### src/rtl/adc_frame_to_fifo_pkg.sv
// Shared definitions for the ADC frame push sequencer.
package adc_frame_to_fifo_pkg;

  // Width of one ADC sample word as carried on the FIFO push interface.
  localparam int ADC_WORD_W = 32;

  // Sequencer states: idle, or walking through the words of the active frame.
  typedef enum logic [0:0] {
    ST_IDLE = 1'b0,
    ST_BUSY = 1'b1
  } seq_state_e;

  // Width of the word index for a frame of n words; never narrower than one bit.
  function automatic int idx_width(input int n);
    if (n <= 2) begin
      return 1;
    end else begin
      return $clog2(n);
    end
  endfunction

endpackage

### src/rtl/adc_frame_skid.sv
// Single-entry frame holding register: absorbs one frame that arrives while
// the sequencer is still pushing the previous one.
module adc_frame_skid
  import adc_frame_to_fifo_pkg::*;
#(
  parameter int WORDS = 9
) (
  input  logic                        clk,
  input  logic                        rst,
  input  logic                        load,
  input  logic                        pop,
  input  logic [ADC_WORD_W*WORDS-1:0] din,
  output logic [ADC_WORD_W*WORDS-1:0] dout,
  output logic                        valid
);

  logic [ADC_WORD_W*WORDS-1:0] data_r;
  logic                        valid_r;

  // Hold register; a load in the same cycle as a pop refills the entry.
  always_ff @(posedge clk) begin
    if (rst) begin
      data_r  <= {(ADC_WORD_W*WORDS){1'b0}};
      valid_r <= 1'b0;
    end else if (load) begin
      data_r  <= din;
      valid_r <= 1'b1;
    end else if (pop) begin
      valid_r <= 1'b0;
    end else begin
      valid_r <= valid_r;
    end
  end

  assign dout  = data_r;
  assign valid = valid_r;

endmodule

### src/rtl/adc_frame_to_fifo.sv
// Push sequencer: captures a packed ADC frame on a strobe and offers its
// leading words to the sample FIFO one per cycle, dropping words the FIFO
// cannot take. One overlapping frame is buffered; further ones are dropped.
module adc_frame_to_fifo
  import adc_frame_to_fifo_pkg::*;
#(
  parameter int WORDS_IN  = 10,
  parameter int WORDS_OUT = 9
) (
  input  logic                           clk,
  input  logic                           rst,
  input  logic                           frame_valid,
  input  logic [ADC_WORD_W*WORDS_IN-1:0] frame_words_packed,
  output logic                           push_valid,
  output logic [ADC_WORD_W-1:0]          push_data,
  input  logic                           push_ready,
  output logic                           busy,
  output logic                           frame_dropped
);

  localparam int            IW       = idx_width(WORDS_OUT);
  localparam int            FW       = ADC_WORD_W * WORDS_OUT;
  localparam logic [IW-1:0] LAST_IDX = IW'(WORDS_OUT - 1);

  seq_state_e            state_r, state_nxt_s;
  logic [IW-1:0]         idx_r, idx_nxt_s;
  logic [FW-1:0]         active_r, active_nxt_s;
  logic [ADC_WORD_W-1:0] push_data_r;
  logic                  dropped_r, dropped_nxt_s;
  logic                  skid_load_s, skid_pop_s, skid_valid_s;
  logic [FW-1:0]         skid_data_s;
  logic [FW-1:0]         frame_head_s;
  logic                  last_word_s;

  // Select word i of a packed frame.
  function automatic logic [ADC_WORD_W-1:0] word_at(input logic [FW-1:0] f,
                                                    input logic [IW-1:0] i);
    logic [ADC_WORD_W-1:0] r;
    r = {ADC_WORD_W{1'b0}};
    for (int w = 0; w < WORDS_OUT; w++) begin
      if (i == IW'(w)) begin
        r = f[ADC_WORD_W*w +: ADC_WORD_W];
      end else begin
        r = r;
      end
    end
    return r;
  endfunction

  // Only the leading words of an incoming frame are ever pushed.
  assign frame_head_s = frame_words_packed[FW-1:0];
  assign last_word_s  = (idx_r == LAST_IDX);

  generate
    if (WORDS_IN > WORDS_OUT) begin : g_tail
      logic unused_tail_s;
      assign unused_tail_s = ^frame_words_packed[ADC_WORD_W*WORDS_IN-1:FW];
    end
  endgenerate

  adc_frame_skid #(
    .WORDS (WORDS_OUT)
  ) u_skid (
    .clk   (clk),
    .rst   (rst),
    .load  (skid_load_s),
    .pop   (skid_pop_s),
    .din   (frame_head_s),
    .dout  (skid_data_s),
    .valid (skid_valid_s)
  );

  // Next-state logic: frame start, word stepping, skid hand-over and drops.
  always_comb begin
    state_nxt_s   = state_r;
    idx_nxt_s     = idx_r;
    active_nxt_s  = active_r;
    dropped_nxt_s = 1'b0;
    skid_load_s   = 1'b0;
    skid_pop_s    = 1'b0;
    case (state_r)
      ST_IDLE: begin
        if (frame_valid) begin
          active_nxt_s = frame_head_s;
          idx_nxt_s    = {IW{1'b0}};
          state_nxt_s  = ST_BUSY;
        end else begin
          state_nxt_s  = ST_IDLE;
        end
      end
      ST_BUSY: begin
        if (last_word_s) begin
          idx_nxt_s = {IW{1'b0}};
          if (skid_valid_s) begin
            // Buffered frame follows with no gap; a new strobe refills the skid.
            active_nxt_s = skid_data_s;
            skid_pop_s   = 1'b1;
            skid_load_s  = frame_valid;
          end else if (frame_valid) begin
            active_nxt_s = frame_head_s;
          end else begin
            state_nxt_s  = ST_IDLE;
          end
        end else begin
          idx_nxt_s = idx_r + IW'(1);
          if (frame_valid) begin
            if (skid_valid_s) begin
              dropped_nxt_s = 1'b1;
            end else begin
              skid_load_s   = 1'b1;
            end
          end else begin
            dropped_nxt_s = 1'b0;
          end
        end
      end
      default: begin
        state_nxt_s = ST_IDLE;
        idx_nxt_s   = {IW{1'b0}};
      end
    endcase
  end

  // State, index, active frame and registered push outputs.
  always_ff @(posedge clk) begin
    if (rst) begin
      state_r     <= ST_IDLE;
      idx_r       <= {IW{1'b0}};
      active_r    <= {FW{1'b0}};
      push_data_r <= {ADC_WORD_W{1'b0}};
      dropped_r   <= 1'b0;
    end else begin
      state_r     <= state_nxt_s;
      idx_r       <= idx_nxt_s;
      active_r    <= active_nxt_s;
      push_data_r <= (state_nxt_s == ST_BUSY) ? word_at(active_nxt_s, idx_nxt_s)
                                              : {ADC_WORD_W{1'b0}};
      dropped_r   <= dropped_nxt_s;
    end
  end

  assign busy          = (state_r == ST_BUSY);
  assign push_valid    = (state_r == ST_BUSY);
  assign push_data     = push_data_r;
  assign frame_dropped = dropped_r;

endmodule

### config.mk
export PLATFORM = sky130hd
export DESIGN_NAME = adc_frame_to_fifo
export DESIGN_NICKNAME = d
export VERILOG_FILES = /design/src/rtl/adc_frame_to_fifo_pkg.sv /design/src/rtl/adc_frame_skid.sv /design/src/rtl/adc_frame_to_fifo.sv
export SDC_FILE = /design/constraint.sdc
export NUM_CORES = 1
export LEC_CHECK = 0
export CORE_MARGIN = 2
export CORE_UTILIZATION = 55
export CTS_CLUSTER_DIAMETER = 40
export DETAILED_ROUTE_END_ITERATION = 10
export PLACE_DENSITY = 0.8
export RECOVER_POWER = 50
export SLEW_MARGIN = 10
export SYNTH_ARGS = -nofsm -noshare
export SYNTH_HDL_FRONTEND = slang
export SYNTH_SLANG_ARGS = --single-unit
### constraint.sdc
create_clock -name clk -period 3.5 [get_ports clk]
set_input_delay 0.35 -clock clk [delete_from_list [all_inputs] [get_ports clk]]
set_output_delay 0.35 -clock clk [all_outputs]
set_load 0.02 [all_outputs]
==> results of run 1 <==
## timing repair
| item | in CTS | in global routing |
|---|---|---|
| gates resized for setup | 0 | 1 |
| endpoints found under the setup margin | 0 | 1 |
| setup buffers | 0 | 0 |
| hold buffers | 1 | 0 |
| hold endpoints to repair | 16 | 0 |
## registers in the layout, summed over array words and instances, names as in the netlist
register and count:
active_r 288, busy 1, frame_dropped 1, idx_r 4
push_data 32, u_skid.dout 288, u_skid.valid 1
## cell type report
cell class / instances / area, sq um / area share
multi-input combinational: 2357 / 12100 / 0.373
clock buffer: 105 / 2290 / 0.0706
clock inverter: 47 / 621 / 0.0191
timing repair buffer: 425 / 4320 / 0.133
tap: 607 / 759 / 0.0234
antenna: 4 / 10.0 / 0.000309
inverter: 5 / 18.8 / 0.000579
sequential: 615 / 12300 / 0.380
## cells in the final DEF, fill, tap and decap left out, drive strengths merged, types with 6 or more instances in the layout
cell and instances:
a211oi 63, a21oi 387, a22o 10, a2bb2oi 66
a31oi 28, and2 6, buf 89, bufinv 8
clkbuf 116, clkdlybuf4s50 289, clkinv 18, dfxtp 615
dlygate4sd3 36, inv 22, nand2 754, nor2 282
nor2b 123, o2111ai 14, o211ai 34, o21ai 185
o22a 16, o22ai 319, o41ai 10
## cell families after synthesis
| kind of cell | count (synthesis) | share of synthesized area |
|---|---|---|
| buffers and inverters | 315 | 0.0518 |
| flip-flops | 615 | 0.479 |
| multiplexers | 1 | 0.000390 |
| AO/OA/AOI/OAI | 1161 | 0.276 |
| AND/OR/NAND/NOR | 1192 | 0.191 |
| adder cells (fa/ha/maj) | 3 | 0.00146 |
## worst register-to-register path, delay by kind of cell (launching register included)
family	cells	cell delay, ns
buf+inv	3	0.99
flops	1	0.53
compound gates	6	1.69
## power breakdown
group          internal (mW)  switching (mW)  total (mW)
clock                   5.32            3.37        8.69
sequential              7.51           0.196        7.71
combinational           1.23            1.83        3.06
## stage by stage
step / hold slack, ns / setup WS, ns / instances
3_3_place_gp: 0.438 / 0.186 / 4008
4_1_cts: 0.273 / 0.282 / 4161
6_report: 0.298 / 0.154 / 4165
2_1_floorplan: 0.432 / 1.00 / 3287
3_5_place_dp: 0.447 / 0.181 / 4008
5_1_grt: 0.297 / 0.167 / 4164
## metal layers
layer / track usage / vias to the layer above
met4: 0.198 / 0
met2: 0.531 / 1337
met3: 0.0580 / 205
li1: - / 11954
met5: 0 / -
met1: 0.482 / 12205
## worst max path at each step
stage | start | end | slack [ns] | depth (start not counted)
6_report | rst | active_r[256] | 0.15 | 5
4_1_cts | busy | push_data[21] | 0.28 | 9
2_1_floorplan | idx_r[0] | push_data[10] | 1.00 | 13
3_5_place_dp | frame_valid | push_data[15] | 0.18 | 11
3_3_place_gp | frame_valid | push_data[16] | 0.19 | 11
5_1_grt | rst | active_r[242] | 0.17 | 5
==> reports/qor.yml, run 1 <==
clock_tree:
  clkTransAtPathRegs_ns: 0.06
  cts_root_buf: "clkbuf_16"
  numCtsBuffers: 81
  cts_max_path_buffers: 3
  cts_tree: "built"
  clkSinkCount: 615
  cts-htree-levels: 3
  clock_latency_ns: 0.63
timing:
  finalHoldViolCount: 0
  drv_slew: 173
  layout_min_cycle_time_ns: 3.35
  grt_setup_unrepaired: "no"
  worst_slew_pin_slew_ns: 1.99
  skew_ns: 0.0207
  setup_viol: 0
  slew_headroom: -0.329
  tns_ns: 0
  fmax_ghz: 0.299
  fin_crit_sh: 0.956
floorplanning:
  die_h_um: 220
  std_cell_rows: 79
  ios: 359
  die_area_sq_um: 48500
  fp.dieW_um: 220
  core_sq_um: 46400
  initial_core_util: 0.554
grt:
  antenna_found_initial: 3
  grt_overflow_total: 0
  grt_usage: 0.353
  grt_max_degree: 243
  grt_pass1_wl_um: 133000
  grt_pass1_vias: 23761
cells_and_area:
  fillers: 3591
  syn2layout_area_growth_pct: 26.2
  final_layout_size_suffix_gt1_frac: 0.0729
  fin_area_sq_um: 32400
  fin_util: 0.699
  nNetsFinal: 3812
worst_setup_path:
  cp_cell_sequence: "dlygate4sd3_1 -> clkbuf_4 -> buf_12 -> clkbuf_4 -> nor2_1"
  worstPathArrival_ns: 3.77
  cp.buffers_inverters: 4
  crit_top_cell: "clkbuf_4"
  r2r-end: "push_data[24]"
  slowest_delay_ns: 1.57
  cp_top_family: "buffers and inverters"
  start_kind: "primary input"
  ff2ff_setup_slack_ns: 0.24
  worst_setup_path_end_kind: "flop"
  critPathKind: "in -> reg"
  r2r-start: "busy"
  worst_r2r_path_depth: 9
  path_max_fanout: 172
  cp.required_ns: 3.92
  crit_slowest_cell: "clkbuf_4"
power:
  leakage_nw: 11.9
  p_per_area_nw_per_um2: 600
  finalPower_mw: 19.5
  max-vdd-ir-drop_mv: 0.460
synth:
  synth-edff-count: 0
  ys_ff_latch: 615
  netlist_area_sq_um: 25700
  netlist_instances: 3287
  syn_avg_cell_area_sq_um: 7.82
  synth.most_common_cell: "nand2_1"
  yosys.area.top_type_share: 0.479
  ys_seq_area_frac: 0.479
  synthTopCellsByCount: "nand2_1, dfxtp_1, a21oi_1"
  syn_nets: 3614
  async_flop_share: 0
  synth_top_cell_by_area: "dfxtp_1"
  synth.distinct_cells: 61
  yosysWarnings: 0
  synth_flop_cell: "dfxtp_1"
  synthTopCellsByArea: "dfxtp_1, nand2_1, o22ai_1"
run:
  maxCapViolCount: 1
route:
  drt-initial-drc-count: 3331
  wl_met3_um: 7850
  vias: 25701
  drc: 0
  topRoutingLayerUsed: "met4"
  routedWlPerCell_um: 21.2
  ant_nets: 0
  wl_met1_um: 36500
  vias_per_cell: 6.17
  dr_wl_met2_um: 39200
  routed_wl_um: 88100
  dr.pass1.iters: 5
placed_design:
  portBuffers: 325
  dp_hpwl_um: 58200
  postPlaceCellArea_sq_um: 29600
  gp_congestion: 0.916
hold_path:
  worstHoldStart: "frame_words_packed[12]"
  hold-path-endpoint: "u_skid.dout[12]"
  holdPathStages: 3
  min_path_type: "in -> reg"
status:
  failed_checks: "capacitance limit, slew limit"
  outcome: "finished, violations left"
Note: power is estimated with default switching activity, not from simulation.
==> inputs of run 2 (changes only) <==
Settings changed: CTS_CLUSTER_SIZE set to 14.
==> reports/qor.yml, run 2 (same netlist as run 1, synthesis figures left out) <==
status:
  outcome: "finished, violations left"
  failed_checks: "capacitance limit, slew limit"
timing:
  grt_setup_unrepaired: "no"
  drv_slew: 173
  skew_ns: 0.0191
  worst_slew_pin_slew_ns: 1.99
  hold_ws_ns: 0.303
  slew_headroom: -0.324
  finalHoldViolCount: 0
  setup_viol: 0
  fin_ws_ns: 0.229
  tns_ns: 0
  fmax_ghz: 0.306
  fin_crit_sh: 0.935
  layout_min_cycle_time_ns: 3.27
power:
  max-vdd-ir-drop_mv: 0.388
  p_switching_mw: 5.28
  p_clk_frac: 0.432
  comb_power_share: 0.161
  swShare: 0.279
  p_per_area_nw_per_um2: 588
  seqPwrFrac: 0.407
  p_int_mw: 13.7
  leakage_nw: 11.8
route:
  routedWlPerCell_um: 21.2
  routed_wl_um: 88200
  drc: 0
  drt-initial-drc-count: 3324
  wl_met3_um: 7990
  topRoutingLayerUsed: "met5"
  dr_wl_met2_um: 39300
  ant_nets: 0
  dr.pass1.iters: 6
  wl_met1_um: 36200
  vias_per_cell: 6.19
  vias: 25713
floorplanning:
  fp.dieW_um: 220
  die_area_sq_um: 48500
  die_h_um: 220
  ios: 359
  core_sq_um: 46400
  initial_core_util: 0.554
  std_cell_rows: 79
hold_path:
  holdPathStages: 3
  hold-path-endpoint: "u_skid.dout[33]"
  min_path_type: "in -> reg"
  worstHoldStart: "frame_words_packed[33]"
cells_and_area:
  final_layout_size_suffix_gt1_frac: 0.0697
  nNetsFinal: 3808
  final_common_cell: "nand2_1"
  layout_common_cells: "nand2_1, dfxtp_1, a21oi_1"
  fillers: 3621
  syn2layout_area_growth_pct: 25.2
worst_setup_path:
  path_max_fanout: 36
  r2r-end: "push_data[24]"
  cp_cell_sequence: "buf_4 -> a21bo_4 -> buf_12 -> clkbuf_1 -> o22ai_1 -> a211oi_1 -> a21oi_1 -> o221ai_1 -> a32o_1"
  cp.required_ns: 4.06
  cp_top_family: "compound AO/OA/AOI/OAI gates"
  cp.buffers_inverters: 3
  critPathKind: "reg -> reg"
  slowest_delay_ns: 0.53
  crit_slowest_cell: "dfxtp_2"
  worst_r2r_path_depth: 9
  worstPathArrival_ns: 3.83
  ff2ff_setup_slack_ns: 0.23
  r2r-start: "busy"
  worst_setup_path_end_kind: "flop"
  start_kind: "flop"
placed_design:
  portBuffers: 325
  dp_hpwl_um: 58200
  gp_congestion: 0.916
  place_worst_setup_slack_ns: 0.181
clock_tree:
  clock_latency_ns: 0.62
  cts-htree-levels: 3
  numCtsBuffers: 77
  cts_max_path_buffers: 3
  cts_tree: "built"
  cts_root_buf: "clkbuf_16"
  clkSinkCount: 615
  clkTransAtPathRegs_ns: 0.06
  post_cts_buffers: 0
grt:
  grt_pass1_vias: 23621
  grt_overflow_total: 0
  grt_usage: 0.351
  grt_pass1_wl_um: 133000
  antenna_found_initial: 7
  grt_max_degree: 243
run:
  maxCapViolCount: 1
[run 2: cell count changes in the layout (fill, tap and decap cells not counted), sizes merged]
cell / before / now
clkinv: 18 / 12
clkbuf: 116 / 113
bufinv: 8 / 6
inv: 22 / 24
[run 2: worst max path at each step]
stage                      from             to  slack (ns)  depth (start not counted)
detailed placement  frame_valid  push_data[15]        0.18                         11
finish                     busy  push_data[24]        0.23                          9
global placement    frame_valid  push_data[16]        0.19                         11
floorplan              idx_r[0]  push_data[10]        1.00                         13
CTS                        busy  push_data[16]        0.28                         10
global route                rst  active_r[242]        0.13                          5
[run 2: metal layers]
layer / global-route usage / vias up
li1: - / 11932
met1: 0.480 / 12226
met4: 0.195 / 6
met2: 0.527 / 1330
met5: 0 / -
met3: 0.0613 / 219
[run 2: worst reg2reg max path, cell delays in order, from the launching register on]
cell      delay [ns]
dfxtp_2         0.53
buf_4           0.25
a21bo_4         0.49
buf_12          0.31
clkbuf_1        0.45
o22ai_1         0.21
a211oi_1        0.30
a21oi_1         0.07
o221ai_1        0.43
a32o_1          0.20
[run 2: final cells by class]
class	count	area [sq um]	share of cell area
diodes	4	10.0	0.000311
repair buffers	425	4320	0.134
inverters	5	18.8	0.000583
well taps	607	759	0.0236
clock inverters	41	502	0.0156
clock buffers	102	2170	0.0675
flip-flops and latches	615	12300	0.383
multi-input cells	2357	12100	0.376
[run 2: what timing repair did]
action / CTS / global route
hold endpoints to repair: 3 / 0
setup endpoints to repair: 0 / 1
hold buffers: 1 / 0
resized for setup: 0 / 1
[run 2: metrics by stage]
step / area (sq um) / power [mW] / utilization / cells
detailed placement: 29600 / 10.8 / 0.637 / 4008
global placement: 29600 / 10.7 / 0.637 / 4008
CTS: 32200 / 18.9 / 0.695 / 4152
floorplan: 25700 / 9.50 / - / 3287
finish: 32200 / 18.9 / 0.694 / 4156
global route: 32200 / 19.5 / 0.694 / 4155
[run 2: power groups by stage]
stage / registers, mW / logic [mW] / clock network, mW
3_3_place_gp: 7.83 / 2.92 / 0
4_1_cts: 7.70 / 3.01 / 8.22
5_1_grt: 7.74 / 3.26 / 8.53
3_5_place_dp: 7.85 / 2.97 / 0
2_1_floorplan: 7.83 / 1.67 / 0
6_report: 7.71 / 3.05 / 8.18
